--- config.mk ---
export PLATFORM = sky130hd
export DESIGN_NAME = regfile_mp
export DESIGN_NICKNAME = d
export VERILOG_FILES = /design/src/rtl/regfile_mp.sv
export SDC_FILE = /design/constraint.sdc
export NUM_CORES = 1
export LEC_CHECK = 0
export BUFFER_PORTS_ARGS = -buffer_cell sky130_fd_sc_hd__buf_2
export CAP_MARGIN = 0
export CORE_MARGIN = 10
export CORE_UTILIZATION = 27
export CTS_CLUSTER_SIZE = 16
export DETAILED_ROUTE_END_ITERATION = 7
export HOLD_SLACK_MARGIN = 0.15
export PLACE_DENSITY = 0.46
export RECOVER_POWER = 50
export SYNTH_ARGS = -nofsm -noshare
export SYNTH_HDL_FRONTEND = slang
export SYNTH_SLANG_ARGS = --single-unit
--- constraint.sdc ---
create_clock -name clk -period 2.9 [get_ports clk]
set_input_delay 0.58 -clock clk [delete_from_list [all_inputs] [get_ports clk]]
set_output_delay 0.58 -clock clk [all_outputs]
set_load 0.02 [all_outputs]
--- src/rtl/regfile_mp.sv ---
// regfile_mp: multi-port register file with two prioritised write ports, optional
//   write-to-read bypass, optional hardwired zero register and a per-register busy
//   scoreboard for read-after-write hazard detection.
// Latency: reads combinational (0 cycles); writes and busy updates take effect on the next rising edge.
// Backpressure: none; every write and issue presented on an edge is accepted.
// Ports: clk/rst_n (async active-low); wen/wad/wdin x2 (port 1 wins on collision);
//   rad/rdout/rbusy packed per read port; iss_valid/iss_addr mark a pending write;
//   busy_vec is the registered scoreboard.
module regfile_mp #(
   parameter int ADDR_WIDTH = 4,
   parameter int DATA_WIDTH = 8,
   parameter int NUM_RD     = 2,
   parameter int BYPASS     = 1,
   parameter int ZERO_REG   = 1
) (
   input  logic                         clk,
   input  logic                         rst_n,
   input  logic                         wen0,
   input  logic [ADDR_WIDTH-1:0]        wad0,
   input  logic [DATA_WIDTH-1:0]        wdin0,
   input  logic                         wen1,
   input  logic [ADDR_WIDTH-1:0]        wad1,
   input  logic [DATA_WIDTH-1:0]        wdin1,
   input  logic [NUM_RD*ADDR_WIDTH-1:0] rad,
   output logic [NUM_RD*DATA_WIDTH-1:0] rdout,
   output logic [NUM_RD-1:0]            rbusy,
   input  logic                         iss_valid,
   input  logic [ADDR_WIDTH-1:0]        iss_addr,
   output logic [2**ADDR_WIDTH-1:0]     busy_vec
);

   localparam int DEPTH = 2**ADDR_WIDTH;

   logic [DATA_WIDTH-1:0] mem_q [DEPTH];
   logic [DEPTH-1:0]      busy_q;
   logic [DEPTH-1:0]      busy_d;

   // Writes and issues aimed at a hardwired zero register are dropped here,
   // so neither the array nor the scoreboard ever sees them.
   logic wr0_ok, wr1_ok, iss_ok;
   assign wr0_ok = wen0 && !((ZERO_REG != 0) && (wad0 == '0));
   assign wr1_ok = wen1 && !((ZERO_REG != 0) && (wad1 == '0));
   assign iss_ok = iss_valid && !((ZERO_REG != 0) && (iss_addr == '0));

   // Port 1 is assigned last so it wins a same-address collision.
   always_ff @(posedge clk or negedge rst_n) begin
      if (!rst_n) begin
         for (int i = 0; i < DEPTH; i++) begin
            mem_q[i] <= '0;
         end
      end else begin
         if (wr0_ok) mem_q[wad0] <= wdin0;
         if (wr1_ok) mem_q[wad1] <= wdin1;
      end
   end

   // Issue beats write-back: an instruction issued against a register in the
   // same cycle its previous producer retires must still see it as pending.
   always_comb begin
      busy_d = busy_q;
      for (int i = 0; i < DEPTH; i++) begin
         if (iss_ok && (iss_addr == ADDR_WIDTH'(i))) begin
            busy_d[i] = 1'b1;
         end else if ((wr0_ok && (wad0 == ADDR_WIDTH'(i))) ||
                      (wr1_ok && (wad1 == ADDR_WIDTH'(i)))) begin
            busy_d[i] = 1'b0;
         end
      end
   end

   always_ff @(posedge clk or negedge rst_n) begin
      if (!rst_n) begin
         busy_q <= '0;
      end else begin
         busy_q <= busy_d;
      end
   end

   assign busy_vec = busy_q;

   // Read ports. The stored path is already zero during reset; the bypass is
   // additionally gated by rst_n so live write data cannot leak out then.
   logic [ADDR_WIDTH-1:0] ra;
   logic [DATA_WIDTH-1:0] rd;
   logic                  bsy;
   logic                  hit0, hit1, hit_iss;

   always_comb begin
      rdout   = '0;
      rbusy   = '0;
      ra      = '0;
      rd      = '0;
      bsy     = 1'b0;
      hit0    = 1'b0;
      hit1    = 1'b0;
      hit_iss = 1'b0;
      for (int k = 0; k < NUM_RD; k++) begin
         ra      = rad[k*ADDR_WIDTH +: ADDR_WIDTH];
         rd      = mem_q[ra];
         bsy     = busy_q[ra];
         hit0    = wen0 && (wad0 == ra);
         hit1    = wen1 && (wad1 == ra);
         hit_iss = iss_valid && (iss_addr == ra);
         if ((BYPASS != 0) && rst_n) begin
            if (hit1) begin
               rd = wdin1;
            end else if (hit0) begin
               rd = wdin0;
            end
            // A retiring write clears the hazard early unless a new issue re-arms it.
            if ((hit0 || hit1) && !hit_iss) begin
               bsy = 1'b0;
            end
         end
         if ((ZERO_REG != 0) && (ra == '0)) begin
            rd  = '0;
            bsy = 1'b0;
         end
         rdout[k*DATA_WIDTH +: DATA_WIDTH] = rd;
         rbusy[k]                          = bsy;
      end
   end

endmodule

==> report_table.html, run 1 <==
<table>
<tr><th>Metric</th><th>Value</th></tr>
<tr><th colspan="2">Status</th></tr>
<tr><td>Outcome</td><td>finished with violations</td></tr>
<tr><td>Violations in the final reports</td><td>capacitance limit, slew limit</td></tr>
<tr><th colspan="2">CTS</th></tr>
<tr><td>Max Root-Sink Buffers</td><td>2</td></tr>
<tr><td>Buffer cell driving the clock tree root</td><td>clkbuf_16</td></tr>
<tr><td>Clock slew at the register clock pins of the worst setup and hold paths</td><td>0.06 ns</td></tr>
<tr><td>TritonCTS clock tree</td><td>built</td></tr>
<tr><td>Worst skew pair latency</td><td>approximately 0.43 ns</td></tr>
<tr><td>Total number of H-tree levels</td><td>4</td></tr>
<tr><td>Number of sinks handled by clock tree synthesis</td><td>approximately 140</td></tr>
<tr><td>Clock buffers created by TritonCTS</td><td>17</td></tr>
<tr><th colspan="2">Power and ir drop</th></tr>
<tr><td>Leakage power of the design</td><td>4.947 nW</td></tr>
<tr><td>Power density cells</td><td>614.7 mW/mm²</td></tr>
<tr><td>Worst VDD drop</td><td>between 0.3 and 0.4 mV</td></tr>
<tr><td>Overall power after layout</td><td>between 0.007 and 0.008 W</td></tr>
<tr><th colspan="2">Final layout</th></tr>
<tr><td>Fraction of layout instances using a drive strength above 1</td><td>29.41%</td></tr>
<tr><td>Filler cell count in the final layout</td><td>3500</td></tr>
<tr><td>Count of inserted antenna diode cells</td><td>0</td></tr>
<tr><td>Area used by sequential logic in the layout</td><td>around 0.0036 mm²</td></tr>
<tr><td>Combined area of the multi-input logic cells</td><td>0.005461 mm²</td></tr>
<tr><td>Final core utilization</td><td>approximately a third</td></tr>
<tr><td>Nets@finish</td><td>1048</td></tr>
<tr><td>Area growth syn-to-layout</td><td>22.24%</td></tr>
<tr><th colspan="2">Yosys</th></tr>
<tr><td>Synth async-reset ratio</td><td>between 90% and 100%</td></tr>
<tr><td>Synthesized instance count</td><td>around 920</td></tr>
<tr><td>Total number of yosys warnings</td><td>0</td></tr>
<tr><td>Flip-flop and latch count after synthesis</td><td>between 100 and 150</td></tr>
<tr><td>Number of flops mapped to enable cells by yosys</td><td>0</td></tr>
<tr><td>Average instance area after synthesis</td><td>~10 µm²</td></tr>
<tr><td>Area of the mapped netlist</td><td>about 0.0095 mm²</td></tr>
<tr><td>Number of distinct library cell variants in the gate-level netlist after synthesis</td><td>36</td></tr>
<tr><td>Syn_nets</td><td>958</td></tr>
<tr><td>Prevailing post-synth register cell</td><td>dfrtp_1</td></tr>
<tr><td>Sequential cell area fraction in the yosys report</td><td>a little under two fifths</td></tr>
<tr><th colspan="2">Setup path</th></tr>
<tr><td>Worst Path Class, Setup</td><td>in2out</td></tr>
<tr><td>Arrival time at the worst endpoint</td><td>roughly 2.3 ns</td></tr>
<tr><td>RR Startpoint</td><td>mem_q[71]</td></tr>
<tr><td>Max stage delay on crit path</td><td>0.26 ns</td></tr>
<tr><td>Cells traversed along the worst timing path</td><td>buf_2 &gt; xor2_1 &gt; nor4_2 &gt; buf_4 &gt; buf_4 &gt; nand2_1 &gt; buf_4 &gt; mux2i_1 &gt; o2bb2ai_2 &gt; buf_2</td></tr>
<tr><td>Kind of start point of the critical path</td><td>primary input</td></tr>
<tr><td>Most frequent CP cell</td><td>buf_4</td></tr>
<tr><td>Startpoint of the most critical setup path</td><td>rad[4]</td></tr>
<tr><td>Highest-delay cell along the critical path</td><td>nor4_2</td></tr>
<tr><td>Critical path capture point type</td><td>output port</td></tr>
<tr><td>Worst Path Required</td><td>2.32 ns</td></tr>
<tr><td>Critical path fanouts, max</td><td>8</td></tr>
<tr><th colspan="2">Floorplan</th></tr>
<tr><td>Number of primary I/O pins</td><td>75</td></tr>
<tr><td>Starting density of the core</td><td>between 20% and 30%</td></tr>
<tr><td>Horiz. Die Dim</td><td>approximately 210 µm</td></tr>
<tr><td>DIE AREA</td><td>~0.043 mm²</td></tr>
<tr><td>Core outline area</td><td>about 0.035 mm²</td></tr>
<tr><td>Standard-cell rows</td><td>68</td></tr>
<tr><td>Die H</td><td>207.4 µm</td></tr>
<tr><th colspan="2">Global routing</th></tr>
<tr><td>Wire length of the first global-routing pass</td><td>about 52000 µm</td></tr>
<tr><td>Sum of overflow across all layers after global routing</td><td>0</td></tr>
<tr><td>Largest net degree at the start of global routing</td><td>roughly 130</td></tr>
<tr><td>Via count of the first global-routing pass</td><td>around 7600</td></tr>
<tr><td>Antenna violations before repair</td><td>0</td></tr>
<tr><td>Total routing resource utilization after global routing</td><td>about 16%</td></tr>
<tr><th colspan="2">STA</th></tr>
<tr><td>Actual transition at the worst max-transition pin</td><td>1.999 ns</td></tr>
<tr><td>Slew margin rel.</td><td>-33.27%</td></tr>
<tr><td>Clock tree skew after final layout</td><td>0 ns</td></tr>
<tr><td>Maximum achievable frequency</td><td>between 300 and 400 MHz</td></tr>
<tr><td>Max-slew violation total from the final report</td><td>between 100 and 150</td></tr>
<tr><td>Post-route worst setup slack</td><td>between 0.01 and 0.015 ns</td></tr>
<tr><td>Setup Viol. Count Final</td><td>0</td></tr>
<tr><td>Final hold violation count</td><td>0</td></tr>
<tr><td>Final Critical Period</td><td>2.885 ns</td></tr>
<tr><td>Period utilisation layout</td><td>roughly 99%</td></tr>
<tr><th colspan="2">Placement</th></tr>
<tr><td>Worst-case setup slack after placement</td><td>-0.1016 ns</td></tr>
<tr><td>Detail Placement HPWL</td><td>around 25000 µm</td></tr>
<tr><td>Count of port buffers added during placement</td><td>74</td></tr>
<tr><td>Gp weighted congestion</td><td>~0.89</td></tr>
<tr><th colspan="2">Worst hold path</th></tr>
<tr><td>Worst Min Path Start</td><td>mem_q[124]</td></tr>
<tr><td>Worst min path class</td><td>reg2reg</td></tr>
<tr><th colspan="2">Routing</th></tr>
<tr><td>Via Count</td><td>approximately 7800</td></tr>
<tr><td>Drt via density</td><td>about 5.3</td></tr>
<tr><td>DRC errors left</td><td>0</td></tr>
<tr><td>Overall routed net length</td><td>~35000 µm</td></tr>
<tr><td>Number of nets with antenna violations after routing</td><td>0</td></tr>
<tr><td>First DRT Iteration DRCs</td><td>roughly 650</td></tr>
<tr><td>Router iterations before antenna repair</td><td>7</td></tr>
<tr><td>Final routed wire length divided by cell count</td><td>23.92 µm</td></tr>
<tr><th colspan="2">Job</th></tr>
<tr><td>Max Cap Violations</td><td>1</td></tr>
</table>
[final timing paths]
| check | end | slack [ns] | cells past startpoint |
|---|---|---|---|
| min reg2reg | mem_q[124] | 0.39 | 0 |
| max reg2reg | mem_q[71] | 2.12 | 2 |
| min | mem_q[124] | 0.39 | 0 |
| max in group asynchronous | mem_q[50] | 0.63 | 2 |
| min in group asynchronous | mem_q[51] | 0.90 | 2 |
| max | rdout[10] | 0.01 | 10 |
[cell type report]
type,count,area share [%]
Sequential cell,144,31.08
Multi-Input combinational cell,658,47.10
Timing Repair Buffer,182,11.99
Tap cell,455,4.910
Inverter,4,0.1295
Clock inverter,14,1.004
Clock buffer,18,3.788
[critical path: cells and delay by family]
| family | cells | cell delay, ns |
|---|---|---|
| compound gates | 1 | 0.26 |
| xor+xnor | 1 | 0.19 |
| buf+inv | 5 | 0.82 |
| mux | 1 | 0.15 |
| simple gates | 2 | 0.31 |
[logic make-up after synthesis]
logic type,count (synthesis),share of synthesized area [%]
and+or+nand+nor,237,10.99
muxes,210,31.92
AOI/OAI and AO/OA,187,11.77
DFF,144,37.99
buffers and inverters,115,5.118
xor gates and xnor gates,24,2.216
[per-layer routing]
metal / wire [µm] / part of all wire, % / GRT usage [%] / vias up
met5: 0 / 0 / 0 / -
met4: 684 / 1.9 / 4.817 / 0
met3: 2086 / 5.9 / 3.565 / 41
met2: 15790 / 45 / 23.89 / 280
met1: 16720 / 47 / 22.22 / 3935
li1: - / - / - / 3519
[synthesized netlist by cell type (all sizes together) (9+ instances only)]
library cell  instances  area (µm²)
xnor2                 9       78.83
a21oi                89       445.4
mux4                 74        1667
mux2i               136        1361
nand3                 9       45.04
dfrtp               144        3603
nor2                114       450.4
a22o                 17       148.9
buf                  35       185.2
a22oi                16       120.1
o21ai                41       205.2
xor2                 15       131.4
clkbuf               76       285.3
nand2                69       259.0
[stage by stage]
stage               cells  instance area, µm²  setup TNS (ns)  hold slack (ns)
floorplan             917                9485               0           0.2844
global placement     1424               10810         -0.4234           0.3818
detailed placement   1424               10810         -0.2756           0.3859
CTS                  1458               11400               0           0.3336
global route         1475               11590       -0.008293           0.4106
finish               1475               11590               0           0.3948
[state kept, by name, indices dropped and copies added (netlist names)]
signal and count:
mem_q 128, busy_vec 16
[power breakdown]
group	total (W)	switching [W]	leakage (nW)	internal [W]
Combinational	0.00213	0.00105	2.96	0.00109
Sequential	0.00287	0.000379	1.72	0.00249
Clock	0.00213	0.000931	0.268	0.00120
Total	0.00713	0.00236	4.95	0.00477
[timing repair]
action,CTS,global route
endpoints found under the setup margin,7,17
gates resized for setup,4,15
hold endpoints to repair,12,0
pin swaps,0,2
cloned,0,2
hold buffers,1,0
setup buffers,1,15
[placed cells by master, fill, tap and decap left out, drive strengths merged, types with 4 or more instances in the layout]
cell type / synthesis / layout
buf: 35 / 171
dfrtp: 144 / 144
mux2i: 136 / 136
nor2: 114 / 114
a21oi: 89 / 89
mux4: 74 / 74
nand2: 69 / 69
o21ai: 41 / 41
clkbuf: 76 / 28
a22o: 17 / 17
a22oi: 16 / 16
xor2: 15 / 15
xnor2: 9 / 9
nand3: 9 / 9
nor2b: 8 / 8
o2bb2ai: 8 / 8
o22ai: 8 / 8
clkinv: 0 / 7
and2: 6 / 6
a32o: 6 / 6
inv: 4 / 6
nand2b: 5 / 5
nor3: 4 / 4
nor3b: 4 / 4
and3: 4 / 4
clkinvlp: 0 / 4
nor4: 4 / 4
(Power assumes the default switching activity.)
==> inputs of run 2 (changes only) <==
Settings changed: CTS_BUF_LIST set to sky130_fd_sc_hd__clkbuf_4.
Clock period 2.9 ns to 3.3 ns, I/O delays scaled along.
==> report_table.html, run 2 (synthesis results as in run 1) <==
<table>
<tr><th>Metric</th><th>Value</th></tr>
<tr><th colspan="2">Status</th></tr>
<tr><td>Outcome</td><td>completed</td></tr>
<tr><th colspan="2">Final layout</th></tr>
<tr><td>Summed area of non-filler cells in the final layout</td><td>0.01067 mm² (-8.0%)</td></tr>
<tr><td>Max FFs per register</td><td>128 (unchanged)</td></tr>
<tr><td>Final core utilization</td><td>30.82% (-2.7 points)</td></tr>
<tr><td>Most flops, register</td><td>mem_q</td></tr>
<tr><td>Area growth syn-to-layout</td><td>12.51%</td></tr>
<tr><td>Nets@finish</td><td>988 (-5.7%)</td></tr>
<tr><td>Most used cells in the layout excluding fill and tap cells</td><td>144 x dfrtp_1, 136 x mux2i_1, 107 x nor2_1</td></tr>
<tr><td>Non-filler instance count after layout</td><td>1415 (-4.1%)</td></tr>
<tr><td>Most common cell after layout, fill and taps aside</td><td>dfrtp_1</td></tr>
<tr><td>Fraction of layout instances using a drive strength above 1</td><td>23.67% (-5.7 points)</td></tr>
<tr><th colspan="2">Floorplan</th></tr>
<tr><td>Number of primary I/O pins</td><td>75 (unchanged)</td></tr>
<tr><td>DIE AREA</td><td>0.04303 mm² (unchanged)</td></tr>
<tr><td>Starting density of the core</td><td>27.39% (unchanged)</td></tr>
<tr><td>Horiz. Die Dim</td><td>207.4 µm (unchanged)</td></tr>
<tr><td>Core outline area</td><td>0.03463 mm² (unchanged)</td></tr>
<tr><td>Standard-cell rows</td><td>68 (unchanged)</td></tr>
<tr><td>Die H</td><td>207.4 µm (unchanged)</td></tr>
<tr><th colspan="2">STA</th></tr>
<tr><td>Period utilisation layout</td><td>a little over nine tenths</td></tr>
<tr><td>Slew margin rel.</td><td>6.410% (+40 points)</td></tr>
<tr><td>Unrepaired setup endpoints after global routing</td><td>false</td></tr>
<tr><td>Final Critical Period</td><td>about 3.3 ns</td></tr>
<tr><td>Maximum achievable frequency</td><td>307.2 MHz</td></tr>
<tr><td>Worst hold margin</td><td>0.4088 ns (+0.01395 ns)</td></tr>
<tr><td>Max-slew violation total from the final report</td><td>0 (-100%)</td></tr>
<tr><td>Actual transition at the worst max-transition pin</td><td>1.399 ns (-0.6003 ns)</td></tr>
<tr><td>Clock tree skew after final layout</td><td>0 ns (unchanged)</td></tr>
<tr><td>Final hold violation count</td><td>0 (unchanged)</td></tr>
<tr><td>Setup Viol. Count Final</td><td>0 (unchanged)</td></tr>
<tr><td>Final sum of negative setup slack</td><td>0 ns (unchanged)</td></tr>
<tr><th colspan="2">Global routing</th></tr>
<tr><td>Largest net degree at the start of global routing</td><td>76 (-43%)</td></tr>
<tr><td>Via count of the first global-routing pass</td><td>7468 (-1.9%)</td></tr>
<tr><td>Antenna violations before repair</td><td>1 (+1)</td></tr>
<tr><td>Wire length of the first global-routing pass</td><td>51270 µm (-1.7%)</td></tr>
<tr><td>Sum of overflow across all layers after global routing</td><td>0 (unchanged)</td></tr>
<tr><td>Total routing resource utilization after global routing</td><td>15.63% (-0.28 points)</td></tr>
<tr><th colspan="2">Routing</th></tr>
<tr><td>Number of nets with antenna violations after routing</td><td>0 (unchanged)</td></tr>
<tr><td>Final routed wire length divided by cell count</td><td>24.09 µm (+0.73%)</td></tr>
<tr><td>DRC errors left</td><td>0 (unchanged)</td></tr>
<tr><td>Overall routed net length</td><td>34090 µm (-3.4%)</td></tr>
<tr><td>Drt via density</td><td>5.316 (+0.85%)</td></tr>
<tr><td>Router iterations before antenna repair</td><td>5 (-2)</td></tr>
<tr><td>Via Count</td><td>7522 (-3.3%)</td></tr>
<tr><td>First DRT Iteration DRCs</td><td>701 (+7.5%)</td></tr>
<tr><th colspan="2">Placement</th></tr>
<tr><td>Gp weighted congestion</td><td>0.8492 (-4.5%)</td></tr>
<tr><td>Count of port buffers added during placement</td><td>74 (unchanged)</td></tr>
<tr><td>Cell count after placement</td><td>1382 (-2.9%)</td></tr>
<tr><td>Detail Placement HPWL</td><td>23950 µm (-2.6%)</td></tr>
<tr><td>Cell area after placement</td><td>0.01040 mm² (-3.8%)</td></tr>
<tr><th colspan="2">CTS</th></tr>
<tr><td>TritonCTS clock tree</td><td>built</td></tr>
<tr><td>Post-cts sizing count</td><td>0 (-4)</td></tr>
<tr><td>Clock buffers created by TritonCTS</td><td>17 (unchanged)</td></tr>
<tr><td>Setup repair bufs after CTS</td><td>0 (-1)</td></tr>
<tr><td>Max Root-Sink Buffers</td><td>2 (unchanged)</td></tr>
<tr><td>Total number of H-tree levels</td><td>4 (unchanged)</td></tr>
<tr><td>Worst skew pair latency</td><td>0.58 ns (+0.15 ns)</td></tr>
<tr><td>Clock slew at the register clock pins of the worst setup and hold paths</td><td>0.12 ns (+0.06 ns)</td></tr>
<tr><td>Number of hold-repair buffers added at the cts stage</td><td>1 (unchanged)</td></tr>
<tr><td>Buffer cell driving the clock tree root</td><td>clkbuf_4</td></tr>
<tr><td>Number of sinks handled by clock tree synthesis</td><td>144 (unchanged)</td></tr>
<tr><th colspan="2">Setup path</th></tr>
<tr><td>Critical path fanouts, max</td><td>8 (unchanged)</td></tr>
<tr><td>Worst Path Class, Setup</td><td>in2out</td></tr>
<tr><td>Kind of start point of the critical path</td><td>primary input</td></tr>
<tr><td>Worst R2R Setup Slack</td><td>2.51 ns (+0.39 ns)</td></tr>
<tr><td>Critical path capture point type</td><td>output port</td></tr>
<tr><td>Arrival time at the worst endpoint</td><td>2.60 ns (+0.29 ns)</td></tr>
<tr><td>Worst Path Required</td><td>2.64 ns (+0.32 ns)</td></tr>
<tr><th colspan="2">Power and ir drop</th></tr>
<tr><td>Leakage power of the design</td><td>4.466 nW (-9.7%)</td></tr>
<tr><td>Worst VDD drop</td><td>0.2371 mV (-38%)</td></tr>
<tr><td>Power density cells</td><td>518.3 mW/mm² (-16%)</td></tr>
<tr><th colspan="2">Job</th></tr>
<tr><td>Max Cap Violations</td><td>0 (-1)</td></tr>
<tr><th colspan="2">Worst hold path</th></tr>
<tr><td>Worst min path class</td><td>reg2reg</td></tr>
</table>
[run 2: cell types whose count changed in the layout (fill, tap and decap cells not counted), sizes merged]
| cell | delta |
|---|---|
| clkinvlp | -2 |
| buf | -57 |
| diode | +1 |
| clkbuf | -4 |
| bufinv | +2 |
[run 2: path summary, 6_finish.rpt]
check,depth (start not counted),to,from
max,7,rdout[8],rad[4]
min,0,mem_q[123],mem_q[123]
max reg2reg,2,mem_q[4],mem_q[4]
min reg2reg,0,mem_q[123],mem_q[123]
max in group asynchronous,3,mem_q[95],rst_n
min in group asynchronous,2,mem_q[59],rst_n
[run 2: per-layer routing]
metal  vias up  part of all wire, %  global-route usage (%)  routed length (µm)
met5         -                    0                       0                   0
met4         0                  1.8                   4.165                 610
met3        29                  6.3                   3.730                2139
met2       234                   44                   23.12               14940
met1      3874                   48                   22.20               16410
li1       3385                    -                       -                   -
[run 2: final cells by class]
cell class,instances,area [µm²]
multi-input cells,658,5398
flip-flops and latches,144,3603
diodes,1,2.502
clock buffers,17,127.6
well taps,455,569.3
repair buffers,122,789.5
inverters,4,15.01
clock inverters,14,166.4
fillers,3642,23960
[run 2: worst max-delay path, cell delays in order]
cell and delay, ns:
buf_2 0.22, xor2_1 0.20, nor4_1 0.09, a22o_1 0.26, nor2_1 0.62, o2bb2ai_1 0.30
buf_2 0.24
[run 2: power breakdown]
part	total [W]	switching [W]	internal, W
sequential	0.00250	0.000324	0.00218
combinational	0.00176	0.000879	0.000880
clock	0.00127	0.000748	0.000520
total	0.00553	0.00195	0.00358
[run 2: metrics by stage]
stage                     total power, W  setup WS (ns)
final                           0.005531        0.04491
after global routing            0.005846       0.008635
after CTS                       0.005576         0.1513
after detailed placement        0.004305         0.1557
after global placement          0.004275         0.1649
after floorplan                 0.003704         0.4137
==> inputs of run 3 (changes only) <==
Settings changed: PLACE_DENSITY 0.46 to 0.48.
Clock period 3.3 ns to 2.9 ns, I/O delays scaled along.
==> report_table.html, run 3 (synthesis results as in run 1) <==
<table>
<tr><th>Metric</th><th>Value</th></tr>
<tr><th colspan="2">Status</th></tr>
<tr><td>Outcome</td><td>finished with violations</td></tr>
<tr><td>Violations in the final reports</td><td>capacitance limit, slew limit</td></tr>
<tr><th colspan="2">Power and ir drop</th></tr>
<tr><td>Sequential group share of total power</td><td>45.3% (about the same)</td></tr>
<tr><td>Worst VDD drop</td><td>0.3533 mV (+49%)</td></tr>
<tr><td>Portion of total power attributed to the clock network</td><td>20.8% (-2.1 points)</td></tr>
<tr><td>Power density cells</td><td>561.6 mW/mm² (+8.4%)</td></tr>
<tr><td>Leakage power of the design</td><td>4.787 nW (+7.2%)</td></tr>
<tr><td>Logic pwr share</td><td>33.9% (+2.1 points)</td></tr>
<tr><td>Overall power after layout</td><td>0.006338 W (+15%)</td></tr>
<tr><td>P_int</td><td>0.004049 W (+13%)</td></tr>
<tr><td>Sw Ratio</td><td>36.11% (+0.82 points)</td></tr>
<tr><td>Net switching power figure</td><td>0.002288 W (+17%)</td></tr>
<tr><th colspan="2">Floorplan</th></tr>
<tr><td>Number of primary I/O pins</td><td>75 (unchanged)</td></tr>
<tr><td>Die H</td><td>207.4 µm (unchanged)</td></tr>
<tr><td>DIE AREA</td><td>0.04303 mm² (unchanged)</td></tr>
<tr><td>Core outline area</td><td>0.03463 mm² (unchanged)</td></tr>
<tr><td>Horiz. Die Dim</td><td>207.4 µm (unchanged)</td></tr>
<tr><td>Standard-cell rows</td><td>68 (unchanged)</td></tr>
<tr><td>Starting density of the core</td><td>27.39% (unchanged)</td></tr>
<tr><th colspan="2">CTS</th></tr>
<tr><td>Worst skew pair latency</td><td>0.58 ns (about the same)</td></tr>
<tr><td>Number of sinks handled by clock tree synthesis</td><td>144 (unchanged)</td></tr>
<tr><td>Total number of H-tree levels</td><td>4 (unchanged)</td></tr>
<tr><td>TritonCTS clock tree</td><td>built</td></tr>
<tr><td>Max Root-Sink Buffers</td><td>2 (unchanged)</td></tr>
<tr><td>Buffer cell driving the clock tree root</td><td>clkbuf_4</td></tr>
<tr><td>Clock buffers created by TritonCTS</td><td>17 (unchanged)</td></tr>
<tr><td>Clock slew at the register clock pins of the worst setup and hold paths</td><td>0.14 ns (+0.02 ns)</td></tr>
<tr><th colspan="2">STA</th></tr>
<tr><td>Actual transition at the worst max-transition pin</td><td>1.684 ns (+0.2852 ns)</td></tr>
<tr><td>Final Critical Period</td><td>between 2 and 3 ns</td></tr>
<tr><td>Final hold violation count</td><td>0 (unchanged)</td></tr>
<tr><td>Clock tree skew after final layout</td><td>0 ns (unchanged)</td></tr>
<tr><td>Slew margin rel.</td><td>-12.26% (-19 points)</td></tr>
<tr><td>Post-route worst setup slack</td><td>0.01740 ns (-0.02750 ns)</td></tr>
<tr><td>Setup Viol. Count Final</td><td>0 (unchanged)</td></tr>
<tr><td>Period utilisation layout</td><td>99.40%</td></tr>
<tr><td>Unrepaired setup endpoints after global routing</td><td>true</td></tr>
<tr><td>Maximum achievable frequency</td><td>346.9 MHz</td></tr>
<tr><td>Max-slew violation total from the final report</td><td>64 (+64)</td></tr>
<tr><th colspan="2">Setup path</th></tr>
<tr><td>Worst Path Required</td><td>2.32 ns (-0.32 ns)</td></tr>
<tr><td>Arrival time at the worst endpoint</td><td>2.30 ns (-0.30 ns)</td></tr>
<tr><td>Max stage delay on crit path</td><td>0.48 ns (-0.14 ns)</td></tr>
<tr><td>Highest-delay cell along the critical path</td><td>mux4_2</td></tr>
<tr><td>Critical path capture point type</td><td>output port</td></tr>
<tr><td>Most frequent CP cell</td><td>mux4_2</td></tr>
<tr><td>Worst Path Class, Setup</td><td>reg2out</td></tr>
<tr><td>Critical path fanouts, max</td><td>4 (-4)</td></tr>
<tr><td>Kind of start point of the critical path</td><td>register</td></tr>
<tr><td>Cells traversed along the worst timing path</td><td>mux4_2 &gt; mux4_2 &gt; nor3b_1 &gt; buf_2</td></tr>
<tr><th colspan="2">Final layout</th></tr>
<tr><td>Max FFs per register</td><td>128 (unchanged)</td></tr>
<tr><td>Most used cells in the layout excluding fill and tap cells</td><td>142 x dfrtp_1, 136 x mux2i_1, 103 x nor2_1</td></tr>
<tr><td>Final core utilization</td><td>32.59% (+1.8 points)</td></tr>
<tr><td>Most flops, register</td><td>mem_q</td></tr>
<tr><td>Combined area of the multi-input logic cells</td><td>0.005514 mm² (+2.2%)</td></tr>
<tr><td>Filler cell count in the final layout</td><td>3600 (-1.2%)</td></tr>
<tr><td>Nets@finish</td><td>1046 (+5.9%)</td></tr>
<tr><td>Area growth syn-to-layout</td><td>18.97%</td></tr>
<tr><td>Fraction of layout instances using a drive strength above 1</td><td>29.76% (+6.1 points)</td></tr>
<tr><td>Most common cell after layout, fill and taps aside</td><td>dfrtp_1</td></tr>
<tr><td>Area used by sequential logic in the layout</td><td>0.003606 mm² (about the same)</td></tr>
<tr><th colspan="2">Global routing</th></tr>
<tr><td>Via count of the first global-routing pass</td><td>7620 (+2.0%)</td></tr>
<tr><td>Largest net degree at the start of global routing</td><td>64 (-16%)</td></tr>
<tr><td>Sum of overflow across all layers after global routing</td><td>0 (unchanged)</td></tr>
<tr><td>Total routing resource utilization after global routing</td><td>15.75% (+0.13 points)</td></tr>
<tr><td>Antenna violations before repair</td><td>2 (+1)</td></tr>
<tr><td>Wire length of the first global-routing pass</td><td>51610 µm (+0.66%)</td></tr>
<tr><th colspan="2">Job</th></tr>
<tr><td>Max Cap Violations</td><td>1 (+1)</td></tr>
<tr><th colspan="2">Routing</th></tr>
<tr><td>Drt via density</td><td>5.275 (-0.77%)</td></tr>
<tr><td>DRC errors left</td><td>0 (unchanged)</td></tr>
<tr><td>First DRT Iteration DRCs</td><td>816 (+16%)</td></tr>
<tr><td>Number of nets with antenna violations after routing</td><td>0 (unchanged)</td></tr>
<tr><td>Via Count</td><td>7775 (+3.4%)</td></tr>
<tr><td>Router iterations before antenna repair</td><td>5 (unchanged)</td></tr>
<tr><td>Final routed wire length divided by cell count</td><td>23.65 µm (-1.8%)</td></tr>
<tr><td>Overall routed net length</td><td>34860 µm (+2.3%)</td></tr>
<tr><th colspan="2">Worst hold path</th></tr>
<tr><td>Worst min path class</td><td>in2reg</td></tr>
<tr><th colspan="2">Placement</th></tr>
<tr><td>Worst-case setup slack after placement</td><td>-0.09944 ns (-0.2552 ns)</td></tr>
<tr><td>Gp weighted congestion</td><td>0.9000 (+6.0%)</td></tr>
<tr><td>Count of port buffers added during placement</td><td>74 (unchanged)</td></tr>
<tr><td>Detail Placement HPWL</td><td>24370 µm (+1.8%)</td></tr>
</table>
[run 3: repair_timing]
| action | 4_1_cts | 5_1_grt |
|---|---|---|
| buffers inserted | 8 | 7 |
| endpoints found under the hold margin | 22 | 0 |
| hold buffers | 1 | 0 |
| cloned | 0 | 1 |
| endpoints found under the setup margin | 11 | 18 |
| gates resized for setup | 7 | 27 |
| pin swaps | 1 | 4 |
[run 3: worst paths after layout]
| kind | start | to | cells after the start | slack (ns) |
|---|---|---|---|---|
| min in group asynchronous | rst_n | busy_vec[8] | 2 | 0.56 |
| hold / removal | iss_addr[0] | busy_vec[7] | 3 | 0.35 |
| setup / recovery | busy_vec[5] | rbusy[0] | 4 | 0.02 |
| hold reg to reg | mem_q[121] | mem_q[121] | 0 | 0.41 |
| max in group asynchronous | rst_n | mem_q[113] | 3 | 0.51 |
| setup reg to reg | busy_vec[3] | busy_vec[3] | 2 | 2.00 |
[run 3: cell type report]
type / instances / area share, %
antenna: 1 / 0.02218
clock buffer: 18 / 1.197
clock inverter: 14 / 1.153
inverter: 4 / 0.1331
multi-input combinational: 658 / 48.86
sequential: 144 / 31.95
tap: 455 / 5.045
timing repair buffer: 180 / 11.63
[run 3: stage by stage]
| stage | hold slack [ns] | instances | area (µm²) | TNS (ns) |
|---|---|---|---|---|
| final | 0.3492 | 1474 | 11280 | 0 |
| after detailed placement | 0.3798 | 1424 | 10770 | -0.3330 |
| after CTS | 0.2045 | 1465 | 11130 | -0.005871 |
| after floorplan | 0.2844 | 917 | 9485 | 0 |
| after global routing | 0.3186 | 1474 | 11280 | -0.1835 |
| after global placement | 0.3799 | 1424 | 10770 | -0.1049 |
[run 3: power by group through the flow]
stage / Combinational (W) / Sequential, W / Clock (W)
final: 0.00215 / 0.00287 / 0.00132
after global placement: 0.00202 / 0.00290 / 0
after floorplan: 0.00140 / 0.00281 / 0
after CTS: 0.00210 / 0.00287 / 0.00136
after global routing: 0.00234 / 0.00293 / 0.00145
after detailed placement: 0.00205 / 0.00291 / 0
[run 3: routing by layer]
layer	vias up	part of all wire [%]	GRT usage (%)
met1	3953	47	22.54
met3	30	7.0	3.791
met4	0	1.7	4.064
li1	3504	-	-
met5	-	0	0
met2	288	44	23.13
[run 3: critical path, delay by kind of cell (launching register included)]
family	cells	cell delay, ns
multiplexers	2	0.94
flip-flops	1	0.46
AND/OR/NAND/NOR	1	0.16
buffers and inverters	1	0.16
